===== src/rtl/max1119x_conv_scheduler.sv =====
// Round-robin conversion scheduler for a MAX1119x ADC: arbitrates requesters, holds CS high
// for conversion, shifts in one 16-bit frame and presents it on an AXI-Stream master.
module max1119x_conv_scheduler #(
  parameter int NUM_REQ     = 4,
  parameter int SCLK_DIV    = 10,
  parameter int CS_HIGH_CYC = 600,
  parameter int NBITS       = 16
) (
  input  logic               clk,
  input  logic               reset,
  input  logic [NUM_REQ-1:0] req,
  output logic [NUM_REQ-1:0] grant,
  output logic [1:0]         chan_sel,
  output logic               cs_n,
  output logic               sclk,
  input  logic               miso,
  output logic [NBITS-1:0]   m_axis_tdata,
  output logic [1:0]         m_axis_tuser,
  output logic               m_axis_tvalid,
  input  logic               m_axis_tready,
  output logic               busy
);

  localparam int CONV_W = $clog2(CS_HIGH_CYC + 1);
  localparam int DIV_W  = $clog2(SCLK_DIV + 1);
  localparam int HALF_W = $clog2(2 * NBITS);
  localparam logic [CONV_W-1:0] CONV_LAST = CONV_W'(CS_HIGH_CYC - 1);
  localparam logic [DIV_W-1:0]  DIV_LAST  = DIV_W'(SCLK_DIV - 1);
  localparam logic [HALF_W-1:0] HALF_LAST = HALF_W'(2 * NBITS - 1);

  typedef enum logic [1:0] {IDLE, CONV, SHIFT, HOLD} state_t;

  state_t              state, state_n;
  logic [NUM_REQ-1:0]  grant_n;
  logic [1:0]          chan_n, ptr, ptr_n, pick;
  logic                cs_n_n, sclk_n, found, load, can_load;
  logic [CONV_W-1:0]   conv_cnt, conv_cnt_n;
  logic [DIV_W-1:0]    div_cnt, div_cnt_n;
  logic [HALF_W-1:0]   half_cnt, half_cnt_n;
  logic [NBITS-1:0]    shreg, shreg_n, tdata_n;
  logic [1:0]          tuser_n;
  logic                tvalid_n;
  logic [2:0]          cand, nxt;

  assign busy     = (state != IDLE);
  assign can_load = !m_axis_tvalid || m_axis_tready;

  // Round-robin pick: first set request at or after the pointer, wrapping modulo NUM_REQ.
  always_comb begin
    found = 1'b0;
    pick  = 2'd0;
    cand  = 3'd0;
    for (int i = 0; i < NUM_REQ; i++) begin
      cand = {1'b0, ptr} + 3'(i);
      if (cand >= 3'(NUM_REQ)) cand = cand - 3'(NUM_REQ);
      if (!found && req[cand[1:0]]) begin
        found = 1'b1;
        pick  = cand[1:0];
      end
    end
  end

  always_comb begin
    state_n    = state;
    grant_n    = grant;
    chan_n     = chan_sel;
    cs_n_n     = cs_n;
    sclk_n     = sclk;
    conv_cnt_n = conv_cnt;
    div_cnt_n  = div_cnt;
    half_cnt_n = half_cnt;
    shreg_n    = shreg;
    tdata_n    = m_axis_tdata;
    tuser_n    = m_axis_tuser;
    tvalid_n   = m_axis_tvalid;
    ptr_n      = ptr;
    load       = 1'b0;
    nxt        = {1'b0, pick} + 3'd1;
    if (nxt >= 3'(NUM_REQ)) nxt = 3'd0;
    if (m_axis_tvalid && m_axis_tready) tvalid_n = 1'b0;

    case (state)
      IDLE: begin
        if (found) begin
          grant_n       = '0;
          grant_n[pick] = 1'b1;
          chan_n        = pick;
          ptr_n         = nxt[1:0];
          conv_cnt_n    = '0;
          state_n       = CONV;
        end
      end
      CONV: begin
        if (conv_cnt == CONV_LAST) begin
          cs_n_n     = 1'b0;
          sclk_n     = 1'b0;
          div_cnt_n  = '0;
          half_cnt_n = '0;
          shreg_n    = '0;
          state_n    = SHIFT;
        end else begin
          conv_cnt_n = conv_cnt + CONV_W'(1);
        end
      end
      SHIFT: begin
        if (div_cnt == DIV_LAST) begin
          div_cnt_n = '0;
          if (half_cnt == HALF_LAST) begin
            sclk_n  = 1'b0;
            cs_n_n  = 1'b1;
            load    = can_load;
            state_n = can_load ? IDLE : HOLD;
          end else begin
            // Data is captured on the edge that raises sclk.
            sclk_n     = ~sclk;
            half_cnt_n = half_cnt + HALF_W'(1);
            if (!sclk) shreg_n = {shreg[NBITS-2:0], miso};
          end
        end else begin
          div_cnt_n = div_cnt + DIV_W'(1);
        end
      end
      HOLD: begin
        if (can_load) begin
          load    = 1'b1;
          state_n = IDLE;
        end
      end
      default: state_n = IDLE;
    endcase

    if (load) begin
      tdata_n  = shreg;
      tuser_n  = chan_sel;
      tvalid_n = 1'b1;
      grant_n  = '0;
    end
  end

  always_ff @(posedge clk) begin
    if (reset) begin
      state         <= IDLE;
      grant         <= '0;
      chan_sel      <= 2'd0;
      cs_n          <= 1'b1;
      sclk          <= 1'b0;
      conv_cnt      <= '0;
      div_cnt       <= '0;
      half_cnt      <= '0;
      shreg         <= '0;
      m_axis_tdata  <= '0;
      m_axis_tuser  <= 2'd0;
      m_axis_tvalid <= 1'b0;
      ptr           <= 2'd0;
    end else begin
      state         <= state_n;
      grant         <= grant_n;
      chan_sel      <= chan_n;
      cs_n          <= cs_n_n;
      sclk          <= sclk_n;
      conv_cnt      <= conv_cnt_n;
      div_cnt       <= div_cnt_n;
      half_cnt      <= half_cnt_n;
      shreg         <= shreg_n;
      m_axis_tdata  <= tdata_n;
      m_axis_tuser  <= tuser_n;
      m_axis_tvalid <= tvalid_n;
      ptr           <= ptr_n;
    end
  end

endmodule


===== config.mk =====
export PLATFORM = sky130hd
export DESIGN_NAME = max1119x_conv_scheduler
export DESIGN_NICKNAME = d
export VERILOG_FILES = /design/src/rtl/max1119x_conv_scheduler.sv
export SDC_FILE = /design/constraint.sdc
export NUM_CORES = 1
export LEC_CHECK = 0
export BUFFER_PORTS_ARGS = -buffer_cell sky130_fd_sc_hd__buf_4
export CAP_MARGIN = 5
export CORE_MARGIN = 1.5
export CORE_UTILIZATION = 40
export DETAILED_ROUTE_END_ITERATION = 10
export MAX_ROUTING_LAYER = met4
export PLACE_DENSITY = 0.56
export SYNTH_ARGS = -nofsm -noshare
export SYNTH_HDL_FRONTEND = slang
export SYNTH_SLANG_ARGS = --single-unit

===== constraint.sdc =====
create_clock -name clk -period 3.5 [get_ports clk]
set_clock_uncertainty 0.05 [all_clocks]
set_input_delay 0.7 -clock clk [delete_from_list [all_inputs] [get_ports clk]]
set_output_delay 0.7 -clock clk [all_outputs]
set_load 0.005 [all_outputs]

==> metrics <==
outcome complete, no violations; met3 wire len 248 um; worst slew pin tran approximately 740 ps; H-tree lvl count 3; Hold WC Path Type register to register; main flop type after synthesis dfxtp_1; part of the cycle the worst path needs about 67%; Worst-path clk slew about 80 ps; clock sinks between 60 and 70; DRT iter0 DRCs 100; DRT Pass-1 Iters 4; Layout area overhead 16.1%; Die Span X a little over 90 um; uppermost layer routed met4; Final Slew Violations 0; Final ANT Viol Nets 0; WS Path Type register to register; Max Cap Viol 0; per-cell routed wire length 14.4 um; Die Y approximately 91 um; hold_buf cts 0; VDD IR max roughly 280 uV; Final setup viols 0; Netlist cell types 57; initial core utilization 40.9%; DRC Markers 0; Sequential Area around 1300 sq um; TNS Setup 0 ps; Syn Inst Count 359; Async SR Flop Fraction 0%; critical hold path startpoint shreg[14]; syn avg cell area approximately 8.7 sq um; leakage ~1.3 nW; Num CTS Buffers 9; root buf cell clkbuf_8; Synth area leaders dfxtp_1 (42%), a21oi_1 (6.1%), ha_1 (5.6%); share of layout cells above drive strength 1 between 15 and 20%; Critical Path Start Type register; Multi-input gate area between 1500 and 2000 sq um; min Tclk post-route approximately 2300 ps; Vias/cell approximately 5.5; total grt overflow 0; Ports 36; Tot Pwr 2.17 mW; pwr/cell area a little under 600 nW/um^2; post-synthesis net count between 300 and 400; number of enable flip-flop cells after synthesis 0; buffers added on ports 35; slew margin rel. between 50 and 60%; metal2 WL around 3400 um; number of post-CTS setup repair buffers 0; FILL cells approximately 770; Critical Path AT about 2500 ps; initial antenna violation count 0; antenna diode count 0; clock buffer depth 2; hpwl dp 4720 um; GPL Wtd Cong around 0.76; first-pass GRT wire length roughly 12,000 um; met1 WL 3400 um; Synth area leader dfxtp_1; # rows 32; final hold violation count 0; CP Capture Type register; reg2reg start half_cnt[0]; fmax 0.428 GHz; Tot GR Track Use roughly 18%; RSZ-0062 raised after global routing false; CTS tree done; nets@finish a little over 400; core area roughly 7600 sq um; top-area cell type share of the netlist area 42.3%; WL final 7060 um; vias in the first global route 2,583; PostCTS Resize Cnt 0; sequential fraction of the synthesis area around 42%; FF+latch count, synth 66; Die Area 8350 sq um; Via Count 2,704; required time worst endpoint 3700 ps; Cell Area, Synth 3130 sq um; pin count of the biggest net entering global routing approximately 40; crit path from half_cnt[0]; synth warn 0; worst skew pair latency around 340 ps; worst-path fanout max 17
## metrics by stage
step / cells / cell area (sq um) / hold slack (ps) / utilization (%) / setup slack [ps]
2_1_floorplan: 359 / 3130 / 388 / - / 1370
3_3_place_gp: 475 / 3430 / 405 / 44.9 / 1180
3_5_place_dp: 475 / 3430 / 412 / 44.9 / 1180
4_1_cts: 491 / 3630 / 423 / 47.4 / 1180
5_1_grt: 491 / 3630 / 441 / 47.4 / 911
6_report: 491 / 3630 / 417 / 47.4 / 1170
## power by group
part | switching, mW | internal [mW] | total [mW]
logic | 0.423 | 0.244 | 0.667
registers | 0.0531 | 0.814 | 0.867
clock network | 0.302 | 0.330 | 0.632
total | 0.778 | 1.39 | 2.17
## critical path, stage by stage, from the launching register on
cell,delay [ps]
dfxtp_1,340
ha_1,210
and3_1,190
ha_1,240
nor2b_1,410
nand4_2,460
o32ai_1,360
## cell families (layout without fill, tap and decap cells)
family | after synthesis | after routing | share of synthesized area, %
adders and majority gates | 14 | 14 | 5.60
DFF | 66 | 66 | 42.3
muxes | 8 | 8 | 2.56
AOI/OAI and AO/OA | 116 | 116 | 23.4
xor gates and xnor gates | 2 | 2 | 0.561
and+or+nand+nor | 116 | 116 | 20.7
buffers and inverters | 37 | 67 | 4.92
## cells in the mapped netlist (all sizes together), types with 7 or more instances
cell type,instances
a21oi,38
buf,10
clkbuf,14
dfxtp,66
ha,14
inv,13
mux2i,8
nand2,33
nand2b,7
nand3,22
nor2,9
nor2b,9
nor3,7
o21ai,30
o22ai,16
## path summary, 6_finish.rpt
kind	cells past startpoint	slack (ps)	end
setup / recovery	6	1170	shreg[0]
hold / removal	2	420	m_axis_tdata[14]
setup reg to reg	6	1170	shreg[0]
hold reg to reg	2	420	m_axis_tdata[14]
## area by class of cell
type | count | area share, %
Multi-Input combinational cell | 256 | 45.5
Clock inverter | 6 | 1.86
Timing Repair Buffer | 38 | 7.86
Inverter | 13 | 1.34
Clock buffer | 10 | 3.52
Tap cell | 102 | 3.52
Sequential cell | 66 | 36.4
## cell usage in the layout (no fill, tap or decap), types with 2 or more instances in the layout
| cell type | n |
|---|---|
| a31o_2 | 3 |
| nor2b_1 | 9 |
| clkinv_4 | 2 |
| or3_1 | 3 |
| nand4_1 | 4 |
| nor3_1 | 6 |
| o31ai_1 | 5 |
| inv_1 | 13 |
| or4_1 | 3 |
| nand3_1 | 22 |
| dfxtp_1 | 66 |
| clkinvlp_4 | 2 |
| nor4_1 | 2 |
| nor2_1 | 9 |
| a2111oi_0 | 2 |
| a21oi_1 | 38 |
| nand2_1 | 33 |
| a21o_1 | 3 |
| xnor2_1 | 2 |
| a41oi_1 | 2 |
| a31oi_1 | 2 |
| nand2b_1 | 7 |
| mux2i_1 | 8 |
| or3_2 | 3 |
| o21ai_0 | 29 |
| clkbuf_8 | 9 |
| buf_4 | 38 |
| ha_1 | 14 |
| and3b_1 | 2 |
| o32ai_1 | 3 |
| o22ai_1 | 16 |
## metal layers
metal / up-vias / GRT usage [%]
met4: 0 / 4.56
met5: - / -
met1: 1294 / 21.6
met2: 43 / 29.5
met3: 6 / 5.78
li1: 1361 / -
## registers in the layout (all words and copies together) (netlist names), 4 cells and up
name,count
div_cnt,4
m_axis_tdata,16
conv_cnt,10
shreg,16
half_cnt,5
grant,4
Note: power is estimated with default switching activity, not from simulation.
